--- config.mk ---
export PLATFORM = sky130hd
export DESIGN_NAME = tile_scan_generator
export DESIGN_NICKNAME = d
export VERILOG_FILES = /design/src/rtl/tile_scan_generator.sv
export SDC_FILE = /design/constraint.sdc
export NUM_CORES = 1
export LEC_CHECK = 0
export ABC_AREA = 1
export BUFFER_PORTS_ARGS = -buffer_cell sky130_fd_sc_hd__buf_2
export CORE_MARGIN = 5
export CORE_UTILIZATION = 29
export CTS_CLUSTER_DIAMETER = 100
export CTS_CLUSTER_SIZE = 10
export DETAILED_ROUTE_END_ITERATION = 12
export PLACE_DENSITY_LB_ADDON = 0.3
export SLEW_MARGIN = 20
export SYNTH_ARGS = -nofsm -noshare
export SYNTH_HDL_FRONTEND = slang
export SYNTH_SLANG_ARGS = --single-unit
export TNS_END_PERCENT = 50
--- constraint.sdc ---
create_clock -name i_clk -period 5.5 [get_ports i_clk]
set_clock_uncertainty 0.2 [all_clocks]
set_input_delay 0.275 -clock i_clk [delete_from_list [all_inputs] [get_ports i_clk]]
set_output_delay 0.275 -clock i_clk [all_outputs]
set_load 0.02 [all_outputs]
--- src/rtl/tile_scan_generator.sv ---
// tile_scan_generator
//   Generates 640x480@60 VGA scan timing from a 25 MHz pixel clock and, for each
//   pixel, works out which graphics source the memory controller should fetch:
//   a playfield tile (28x31 tiles of 8x8 at ORIGIN_X/ORIGIN_Y), a single 8x8
//   sprite (drawn on top, also over the border), or nothing outside active video.
//
//   Pipeline, for the pixel whose counters are (h,v) in cycle n:
//     n+1  o_map_addr (map RAM address)
//     n+2  i_map_data returned by the map RAM, sampled at the end of this cycle
//     n+3  o_mem_select, o_address_map, o_tile_offset, o_address_char, o_char_offset
//     n+4  o_VGA_HS, o_VGA_VS, o_VGA_BLANK_N (lines up with the controller's RGB)
//
// Ports
//   i_clk, i_rst           pixel clock, asynchronous active-high reset
//   i_char_x/y/frame       sprite position and frame; latched once per frame
//   o_map_addr, i_map_data map RAM read port (1-cycle read latency)
//   o_mem_select           00 none, 01 tile, 11 sprite
//   o_address_map          tile index, o_tile_offset pixel within tile {dy,dx}
//   o_address_char         sprite frame, o_char_offset pixel within sprite {dy,dx}
//   o_VGA_HS/VS            active-low syncs, o_VGA_BLANK_N high in active video
//   o_frame_start          one-cycle pulse while counters are at (0,0)
module tile_scan_generator #(
    parameter int unsigned ORIGIN_X = 208,
    parameter int unsigned ORIGIN_Y = 116
) (
    input  logic       i_clk,
    input  logic       i_rst,
    input  logic [9:0] i_char_x,
    input  logic [9:0] i_char_y,
    input  logic [7:0] i_char_frame,
    output logic [9:0] o_map_addr,
    input  logic [7:0] i_map_data,
    output logic [1:0] o_mem_select,
    output logic [7:0] o_address_map,
    output logic [5:0] o_tile_offset,
    output logic [7:0] o_address_char,
    output logic [5:0] o_char_offset,
    output logic       o_VGA_HS,
    output logic       o_VGA_VS,
    output logic       o_VGA_BLANK_N,
    output logic       o_frame_start
);

    localparam logic [9:0] H_LAST   = 10'd799;
    localparam logic [9:0] V_LAST   = 10'd524;
    localparam logic [9:0] H_ACTIVE = 10'd640;
    localparam logic [9:0] V_ACTIVE = 10'd480;
    localparam logic [9:0] HS_FIRST = 10'd656;
    localparam logic [9:0] HS_LAST  = 10'd751;
    localparam logic [9:0] VS_FIRST = 10'd490;
    localparam logic [9:0] VS_LAST  = 10'd491;

    // Playfield window, 11 bits so ORIGIN + size never wraps
    localparam logic [10:0] PF_X0 = 11'(ORIGIN_X);
    localparam logic [10:0] PF_X1 = 11'(ORIGIN_X + 224);
    localparam logic [10:0] PF_Y0 = 11'(ORIGIN_Y);
    localparam logic [10:0] PF_Y1 = 11'(ORIGIN_Y + 248);

    // ------------------------------------------------------------------
    // Scan counters
    // ------------------------------------------------------------------
    logic [9:0] h_q, v_q;

    always_ff @(posedge i_clk or posedge i_rst) begin
        if (i_rst) begin
            h_q <= '0;
            v_q <= '0;
        end else if (h_q == H_LAST) begin
            h_q <= '0;
            v_q <= (v_q == V_LAST) ? 10'd0 : v_q + 10'd1;
        end else begin
            h_q <= h_q + 10'd1;
        end
    end

    // Not delayed: the pulse marks the counter position, and is held low in reset.
    assign o_frame_start = !i_rst && (h_q == 10'd0) && (v_q == 10'd0);

    // ------------------------------------------------------------------
    // Sprite shadow registers: loaded only at the start of vertical blank so
    // a sprite never changes position or frame partway down the screen.
    // 1023 puts the box below every visible line until the first load.
    // ------------------------------------------------------------------
    logic [9:0] cx_q, cy_q;
    logic [7:0] frame_q;
    logic       shadow_load;

    assign shadow_load = (h_q == 10'd0) && (v_q == V_ACTIVE);

    always_ff @(posedge i_clk or posedge i_rst) begin
        if (i_rst) begin
            cx_q    <= 10'h3FF;
            cy_q    <= 10'h3FF;
            frame_q <= '0;
        end else if (shadow_load) begin
            cx_q    <= i_char_x;
            cy_q    <= i_char_y;
            frame_q <= i_char_frame;
        end
    end

    // ------------------------------------------------------------------
    // Stage 0: decode the current counter position
    // ------------------------------------------------------------------
    logic [10:0] h_ext, v_ext, cx_ext, cy_ext;
    logic        active0, in_pf0, spr_hit0, hs0, vs0;
    logic [7:0]  pf_dx, pf_dy;
    logic [2:0]  spr_dx, spr_dy;
    logic [9:0]  map_addr0;
    logic [5:0]  tile_off0, char_off0;
    logic [7:0]  char_frame0;

    assign h_ext  = {1'b0, h_q};
    assign v_ext  = {1'b0, v_q};
    assign cx_ext = {1'b0, cx_q};
    assign cy_ext = {1'b0, cy_q};

    assign active0 = (h_q < H_ACTIVE) && (v_q < V_ACTIVE);
    assign in_pf0  = active0 && (h_ext >= PF_X0) && (h_ext < PF_X1)
                     && (v_ext >= PF_Y0) && (v_ext < PF_Y1);

    assign pf_dx     = 8'(h_ext - PF_X0);
    assign pf_dy     = 8'(v_ext - PF_Y0);
    assign map_addr0 = in_pf0 ? (({5'b0, pf_dy[7:3]} * 10'd28) + {5'b0, pf_dx[7:3]}) : 10'd0;
    assign tile_off0 = in_pf0 ? {pf_dy[2:0], pf_dx[2:0]} : 6'd0;

    // Sprite box is only clipped by active video, not by the playfield
    assign spr_hit0    = active0 && (h_ext >= cx_ext) && (h_ext < cx_ext + 11'd8)
                         && (v_ext >= cy_ext) && (v_ext < cy_ext + 11'd8);
    assign spr_dx      = 3'(h_ext - cx_ext);
    assign spr_dy      = 3'(v_ext - cy_ext);
    assign char_off0   = spr_hit0 ? {spr_dy, spr_dx} : 6'd0;
    assign char_frame0 = spr_hit0 ? frame_q : 8'd0;

    assign hs0 = !((h_q >= HS_FIRST) && (h_q <= HS_LAST));
    assign vs0 = !((v_q >= VS_FIRST) && (v_q <= VS_LAST));

    // ------------------------------------------------------------------
    // Pipeline stages 1..4
    // ------------------------------------------------------------------
    logic       s1_in_pf, s1_spr_hit, s1_active, s1_hs, s1_vs;
    logic [5:0] s1_tile_off, s1_char_off;
    logic [7:0] s1_char_frame;
    logic       s2_in_pf, s2_spr_hit, s2_active, s2_hs, s2_vs;
    logic [5:0] s2_tile_off, s2_char_off;
    logic [7:0] s2_char_frame;
    logic       s3_active, s3_hs, s3_vs;

    always_ff @(posedge i_clk or posedge i_rst) begin
        if (i_rst) begin
            o_map_addr     <= '0;
            s1_in_pf       <= 1'b0;
            s1_spr_hit     <= 1'b0;
            s1_active      <= 1'b0;
            s1_hs          <= 1'b1;
            s1_vs          <= 1'b1;
            s1_tile_off    <= '0;
            s1_char_off    <= '0;
            s1_char_frame  <= '0;
            s2_in_pf       <= 1'b0;
            s2_spr_hit     <= 1'b0;
            s2_active      <= 1'b0;
            s2_hs          <= 1'b1;
            s2_vs          <= 1'b1;
            s2_tile_off    <= '0;
            s2_char_off    <= '0;
            s2_char_frame  <= '0;
            o_mem_select   <= 2'b00;
            o_address_map  <= '0;
            o_tile_offset  <= '0;
            o_address_char <= '0;
            o_char_offset  <= '0;
            s3_active      <= 1'b0;
            s3_hs          <= 1'b1;
            s3_vs          <= 1'b1;
            o_VGA_HS       <= 1'b1;
            o_VGA_VS       <= 1'b1;
            o_VGA_BLANK_N  <= 1'b0;
        end else begin
            // Stage 1: map address goes out to the RAM
            o_map_addr    <= map_addr0;
            s1_in_pf      <= in_pf0;
            s1_spr_hit    <= spr_hit0;
            s1_active     <= active0;
            s1_hs         <= hs0;
            s1_vs         <= vs0;
            s1_tile_off   <= tile_off0;
            s1_char_off   <= char_off0;
            s1_char_frame <= char_frame0;

            // Stage 2: waiting on the RAM read
            s2_in_pf      <= s1_in_pf;
            s2_spr_hit    <= s1_spr_hit;
            s2_active     <= s1_active;
            s2_hs         <= s1_hs;
            s2_vs         <= s1_vs;
            s2_tile_off   <= s1_tile_off;
            s2_char_off   <= s1_char_off;
            s2_char_frame <= s1_char_frame;

            // Stage 3: memory controller request, tile data now available
            if (s2_spr_hit) begin
                o_mem_select <= 2'b11;
            end else if (s2_in_pf) begin
                o_mem_select <= 2'b01;
            end else begin
                o_mem_select <= 2'b00;
            end
            o_address_map  <= s2_in_pf ? i_map_data : 8'd0;
            o_tile_offset  <= s2_tile_off;
            o_address_char <= s2_char_frame;
            o_char_offset  <= s2_char_off;
            s3_active      <= s2_active;
            s3_hs          <= s2_hs;
            s3_vs          <= s2_vs;

            // Stage 4: syncs delayed to match the controller's tileset RAM
            o_VGA_HS      <= s3_hs;
            o_VGA_VS      <= s3_vs;
            o_VGA_BLANK_N <= s3_active;
        end
    end

endmodule

==> results of run 1 <==
layout make-up:
class                      count  area (sq um)  area share, %
tap                          319           399           4.68
inverter                      89           339           3.98
clock buffer                  21           460           5.40
clock inverter                11           131           1.54
sequential                   144          3640           42.7
multi-input combinational    426          2760           32.4
timing repair buffer         120           791           9.28
layer usage:
metal,GRT usage [%],vias up
li1,-,2394
met2,18.8,86
met3,2.42,16
met5,0,-
met4,3.77,0
met1,14.6,2283
worst max-delay path, delay by kind of cell (launching register included):
| kind | cells | cell delay (ns) |
|---|---|---|
| AO/OA/AOI/OAI | 1 | 0.16 |
| XOR/XNOR | 2 | 0.49 |
| adder cells (fa/ha/maj) | 3 | 1.11 |
| flip-flops | 1 | 0.49 |
| AND/OR/NAND/NOR | 7 | 0.75 |
| buffers and inverters | 2 | 0.32 |
cells in the final DEF, fill, tap and decap left out, types with 2 or more instances in the layout:
cell type	Yosys	layout
nand3_2	2	2
clkinv_4	0	4
a21o_1	4	4
nor2_2	13	13
clkbuf_1	3	2
nand3_1	25	25
dlygate4sd3_1	0	37
bufinv_16	0	2
buf_4	2	2
inv_2	2	2
nand2_1	81	81
inv_1	87	86
ha_1	61	61
fa_1	7	7
o21ai_0	15	15
mux2_2	2	2
xnor2_1	8	8
o21a_1	4	4
nand2_2	2	2
nor2_4	3	3
dfrtp_1	116	116
nand4_1	6	6
clkinvlp_4	0	3
a31oi_1	2	2
clkbuf_16	0	17
o21bai_1	2	2
xor2_1	24	24
inv_6	0	2
clkbuf_8	0	2
a21oi_1	50	50
nor3b_1	3	3
nor3_1	6	6
nor2_1	91	91
nand3b_1	3	3
buf_2	5	81
dfstp_2	28	28
and3_1	2	2
metrics by stage:
step	power [mW]	hold WS [ns]	cells
after global placement	1.19	0.132	1061
after floorplan	1.16	0.131	671
after detailed placement	1.20	0.135	1061
after CTS	2.39	0.148	1130
final	2.34	0.147	1130
after global routing	2.45	0.153	1130
flip-flops by register name, summed over array words and instances, names as in the netlist, 2 cells and up:
| name | cells |
|---|---|
| cx_q | 10 |
| cy_q | 10 |
| frame_q | 8 |
| h_q | 10 |
| o_address_char | 8 |
| o_address_map | 8 |
| o_char_offset | 6 |
| o_map_addr | 10 |
| o_mem_select | 2 |
| o_tile_offset | 6 |
| s1_char_frame | 8 |
| s1_char_off | 6 |
| s1_tile_off | 6 |
| s2_char_frame | 8 |
| s2_char_off | 6 |
| s2_tile_off | 6 |
| v_q | 10 |
kinds of logic after synthesis:
group | share of synthesized area (%)
AO/OA/AOI/OAI | 6.44
XOR/XNOR | 4.12
adder cells (fa/ha/maj) | 13.3
buffers and inverters | 5.91
flip-flops | 53.5
multiplexers | 0.331
AND/OR/NAND/NOR | 16.4
power breakdown:
group / internal [mW] / switching [mW] / total [mW]
sequential: 1.08 / 0.00699 / 1.08
clock: 0.696 / 0.451 / 1.15
combinational: 0.0500 / 0.0609 / 0.111
how the worst min path moves through the flow:
stage | from | cells after the start | to | slack, ns
6_report | s2_tile_off[5]$_DFF_PP0_ | 0 | o_tile_offset[5]$_DFF_PP0_ | 0.15
5_1_grt | s1_char_frame[5]$_DFF_PP0_ | 0 | s2_char_frame[5]$_DFF_PP0_ | 0.15
4_1_cts | s2_tile_off[5]$_DFF_PP0_ | 0 | o_tile_offset[5]$_DFF_PP0_ | 0.15
3_5_place_dp | s2_char_frame[3]$_DFF_PP0_ | 0 | o_address_char[3]$_DFF_PP0_ | 0.13
3_3_place_gp | s1_char_frame[6]$_DFF_PP0_ | 0 | s2_char_frame[6]$_DFF_PP0_ | 0.13
2_1_floorplan | s3_active$_DFF_PP0_ | 0 | o_VGA_BLANK_N$_DFF_PP0_ | 0.13
==> summary.md, run 1 <==
| Metric | Value |
|---|---|
| Crit share post-route | `66.3%` |
| Crit path time final | `3.65 ns` |
| Layout cells sized above 1 | `21.0%` |
| Worst-path clk slew | `0.06 ns` |
| Number of global-route vias before repair | `4905` |
| CP arrival | `3.75 ns` |
| Most common cell in the netlist | `dfrtp_1` |
| Wirelength per Cell | `12.5 microns` |
| H-tree depth | `4` |
| Fillers | `2376` |
| First DRT Iteration DRCs | `179` |
| Die Span Y | `163 microns` |
| First-pass GRT wire length | `24100 microns` |
| Chip width | `163 microns` |
| Routed vias/inst | `4.23` |
| GRT overflow | `0` |
| Largest net degree at the start of global routing | `104` |
| Cts hold-fix bufs | `37` |
| Synth-to-Final Area Change | `25.3%` |
| DR WL met2 | `6940 microns` |
| Met3 wire len | `462 microns` |
| Most common cell on crit path | `nand2_1` |
| Diode count | `0` |
| Final setup margin | `1.85 ns` |
| Num rows | `56` |
| Peak VDD IR | `0.000204 V` |
| Area leader, netlist | `dfrtp_1` |
| Critical Path Sink | `o_map_addr[9]$_DFF_PP0_` |
| Top Metal Used | `met4` |
| Pre-CTS setup slack | `1.86 ns` |
| NumNets Final | `904` |
| Fmax achieved | `274 MHz` |
| CTS tree | `done` |
| Worst r2r src | `v_q[2]$_DFFE_PP0N_` |
| Core area | `23300 sq um` |
| EDFF count, synth | `0` |
| Pleak | `4.47 nW` |
| Die Area | `26600 sq um` |
| Final setup fails | `0` |
| M1 WL | `6560 microns` |
| Max Buffers Root-to-Sink | `2` |
| Pwr Density | `275 nW/um^2` |
| WP data required | `5.60 ns` |
| CTS buffer count | `17` |
| Post-DP Area | `7560 sq um` |
| IO buf count | `81` |
| Cell count of the worst reg-to-reg path | `15` |
| TritonRoute pass-1 iters | `4` |
| Worst hold path type | `register to register` |
| Yosys warning total | `0` |
| Setup crit end kind | `register` |
| Drt total wl | `14200 microns` |
| Register area share after synthesis | `53.5%` |
| RSZ-0062 raised after global routing | `false` |
| End of the worst register-to-register path | `o_map_addr[9]$_DFF_PP0_` |
| Max-cap violations | `0` |
| Post-DP HPWL | `9970 microns` |
| Cell variety after synth | `42` |
| Final ANT Viol Nets | `0` |
| IO Pins | `82` |
| Setup slack, reg-to-reg | `1.85 ns` |
| Initial antenna violation count | `0` |
| Syn Inst Count | `671` |
| Clock Sinks | `144` |
| Slew HR | `39.0%` |
| Final hold violations | `0` |
| Gp weighted congestion | `0.839` |
| Mapped Area | `6800 sq um` |
| Worst slew pin tran | `0.915 ns` |
| Post-CTS Setup Bufs | `0` |
| Detailed-route via count | `4779` |
| Most used flip-flop cell after synthesis | `dfrtp_1` |
| Post-Syn Area per Cell | `10.1 sq um` |
| Drt drc | `0` |
| Worst skew pair latency | `0.41 ns` |
| Critical Path Source | `v_q[2]$_DFFE_PP0N_` |
| Crit-path cells | `inv_1 -> ha_1 -> or2_1 -> xor2_1 -> inv_1 -> fa_1 -> ha_1 -> a21oi_1 -> nand2_1 -> xor2_1 -> nand2_1 -> nor2_1 -> nand2_1 -> nand2_1 -> nor2_1` |
| Commonest cells in the synthesized netlist | `dfrtp_1 (116), nor2_1 (91), inv_1 (87)` |
| Initial Utilization | `29.2%` |
| Kind of critical path | `register to register` |
| Top cell type's share of synthesized area | `42.7%` |
| GRT Total Usage | `11.3%` |
| Cts repair resizes | `0` |
| Crit start category | `register` |
| Crit-path slowest cell | `dfrtp_1` |
| Syn_nets | `777` |
| Max stage delay on crit path | `0.49 ns` |
| Ys async rst share | `100%` |
| CTS root buf | `clkbuf_16` |
| Setup TNS | `0 ns` |
| Design area | `8520 sq um` |
| Outcome | `completed` |
| Post-layout util | `36.6%` |
| Crit path max fanout | `7` |
| Synth area leaders | `dfrtp_1 (43%), ha_1 (11%), dfstp_2 (11%)` |
| Flops & latches, synth | `144` |
| Fin. max-slew vios | `0` |
Note: power is estimated with default switching activity, not from simulation.
==> run 2, diff against run 1 <==
ABC_AREA = 0   (was 1)
clock period = 3.3 ns   (was 5.5 ns; I/O delays follow)
==> summary.md, run 2 <==
| Metric | Value |
|---|---|
| Outcome | `completed` |
| Worst slew pin tran | `0.987 ns` |
| Syn Inst Count | `563` |
| Net Sw Frac | `22.0%` |
| First-pass GRT wire length | `23500 microns` |
| Most common cell in the netlist | `dfrtp_1` |
| First DRT Iteration DRCs | `191` |
| Flops & latches, synth | `144` |
| CTS buffer count | `17` |
| Die Area | `26000 sq um` |
| Crit start category | `register` |
| Flop pwr share | `49.3%` |
| Worst skew pair latency | `0.41 ns` |
| Worst hold path type | `register to register` |
| Initial antenna violation count | `0` |
| Slew HR | `34.1%` |
| CTS root buf | `clkbuf_16` |
| Leading cell type in the layout, fill and taps excluded | `dfrtp_1` |
| Drt drc | `0` |
| Crit-path cells | `inv_2 -> ha_4 -> or2_2 -> xnor2_1 -> buf_4 -> fa_1 -> ha_4 -> a21oi_2 -> o21bai_1 -> xor2_1 -> a21bo_2 -> a21oi_2` |
| Pleak | `4.23 nW` |
| CTS tree | `done` |
| IO buf count | `81` |
| IO Pins | `82` |
| Cell variety after synth | `52` |
| Design area | `8500 sq um` |
| Setup TNS | `0 ns` |
| Layout cells sized above 1 | `26.3%` |
| Reg area | `3640 sq um` |
| Wirelength per Cell | `14.0 microns` |
| Worst-path clk slew | `0.06 ns` |
| Commonest cells in the synthesized netlist | `dfrtp_1 (116), ha_1 (61), nand2_1 (42)` |
| Commonest non-fill, non-tap cells in the layout | `dfrtp_1 (115), buf_2 (81), ha_1 (59)` |
| Area leader, netlist | `dfrtp_1` |
| Final ANT Viol Nets | `0` |
| Kind of critical path | `register to register` |
| Max Buffers Root-to-Sink | `2` |
| RSZ-0062 raised after global routing | `true` |
| Gp weighted congestion | `0.794` |
| H-tree depth | `4` |
| Fmax achieved | `316 MHz` |
| Clock Sinks | `144` |
| Mapped Area | `6630 sq um` |
| Post-Syn Area per Cell | `11.8 sq um` |
| Sw power | `788 uW` |
| Top cell type's share of synthesized area | `43.8%` |
| Max stage delay on crit path | `0.51 ns` |
| Detailed-route via count | `4501` |
| Largest net degree at the start of global routing | `65` |
| Core area | `22600 sq um` |
| Fillers | `2224` |
| EDFF count, synth | `0` |
| Num rows | `55` |
| Yosys warning total | `0` |
| Initial Utilization | `29.4%` |
| Crit path max fanout | `4` |
| Syn_nets | `669` |
| Die Span Y | `161 microns` |
| Multi-input logic area | `2860 sq um` |
| Ys async rst share | `100%` |
| Number of global-route vias before repair | `4678` |
| Pwr Total | `3.59 mW` |
| Clk network pwr share | `48.0%` |
| Setup crit end kind | `register` |
| Routed vias/inst | `4.48` |
| GRT Total Usage | `11.2%` |
| Chip width | `161 microns` |
| Drt total wl | `14000 microns` |
| Post-DP HPWL | `9990 microns` |
| CP arrival | `3.31 ns` |
| Pwr Density | `422 nW/um^2` |
| Diode count | `0` |
| Final setup fails | `0` |
| Crit path time final | `3.16 ns` |
| Most used flip-flop cell after synthesis | `dfrtp_1` |
| Max-cap violations | `0` |
| Gate power share | `2.7%` |
| NumNets Final | `812` |
| Synth-to-Final Area Change | `28.2%` |
| Register area share after synthesis | `54.9%` |
| Crit share post-route | `95.8%` |
| Final hold violations | `0` |
| Post-DP Area | `7510 sq um` |
| Fin. max-slew vios | `0` |
| Internal Power | `2.80 mW` |
| TritonRoute pass-1 iters | `4` |
| Peak VDD IR | `0.000231 V` |
| WP data required | `3.45 ns` |
| Crit-path slowest cell | `fa_1` |
| Synth area leaders | `dfrtp_1 (44%), ha_1 (12%), dfstp_2 (11%)` |
| GRT overflow | `0` |
## run 2: changes by cell type after synthesis, moves of 14 or more
cell     before  now
nor2_1       91   25
inv_1        87   38
nand2_1      81   42
a21oi_1      50   15
o21ai_0      15   37
xnor2_1       8   26
xor2_1       24    9
and2_1        1   15
## run 2: repair_timing
item | 4_1_cts | 5_1_grt
buffers inserted | 0 | 1
pin swaps | 0 | 3
endpoints found under the setup margin | 2 | 3
hold buffers | 37 | 0
resized for setup | 2 | 15
hold endpoints to repair | 61 | 0
## run 2: cell families after synthesis
family | synth area share [%]
AOI/OAI and AO/OA | 8.36
xor gates and xnor gates | 4.62
adders and majority gates | 13.6
buffers and inverters | 3.23
DFF | 54.9
muxes | 2.02
and+or+nand+nor | 13.3
## run 2: area by class of cell
cell class                 instances  area share, %
clock buffer                      20           5.25
clock inverter                    12           1.00
inverter                          38           1.72
multi-input combinational        366           33.6
sequential                       144           42.8
tap                              285           4.19
timing repair buffer             139           11.5
## run 2: stage by stage
step | hold slack [ns] | setup WS [ns] | util (%) | cells
detailed placement | 0.135 | -0.00916 | 33.3 | 934
finish | 0.145 | 0.138 | 37.7 | 1004
global route | 0.151 | -0.00618 | 37.7 | 1004
CTS | 0.145 | 0.0384 | 37.3 | 1003
global placement | 0.131 | 0.0141 | 33.3 | 934
floorplan | 0.0722 | -0.241 | - | 563
## run 2: power by group through the flow
stage	logic, mW	clock network, mW	registers, mW
2_1_floorplan	0.0260	0	1.80
3_3_place_gp	0.0673	0	1.80
3_5_place_dp	0.0660	0	1.80
4_1_cts	0.100	1.78	1.77
5_1_grt	0.109	1.86	1.77
6_report	0.0963	1.72	1.77
## run 2: worst paths after layout
check | to | start | slack (ns) | cells past startpoint
max | o_map_addr[8]$_DFF_PP0_ | v_q[2]$_DFFE_PP0N_ | 0.14 | 12
min | s2_in_pf$_DFF_PP0_ | s1_in_pf$_DFF_PP0_ | 0.14 | 0
max reg2reg | o_map_addr[8]$_DFF_PP0_ | v_q[2]$_DFFE_PP0N_ | 0.14 | 12
min reg2reg | s2_in_pf$_DFF_PP0_ | s1_in_pf$_DFF_PP0_ | 0.14 | 0
max in group asynchronous | s1_hs$_DFF_PP1_ | i_rst | 1.69 | 4
min in group asynchronous | v_q[7]$_DFFE_PP0N_ | i_rst | 0.34 | 3
## run 2: metal layers
metal | share of wire (%) | global-route usage, %
met4 | 1.5 | 3.72
met2 | 48 | 18.7
met1 | 47 | 14.5
met3 | 3.5 | 2.37
met5 | 0 | 0
## run 2: critical path: cells and delay by family, from the launching register on
family	cells	cell delay, ns
flops	1	0.42
buf+inv	2	0.23
compound gates	4	0.56
fa+ha+maj	3	1.00
simple gates	1	0.30
xor+xnor	2	0.38
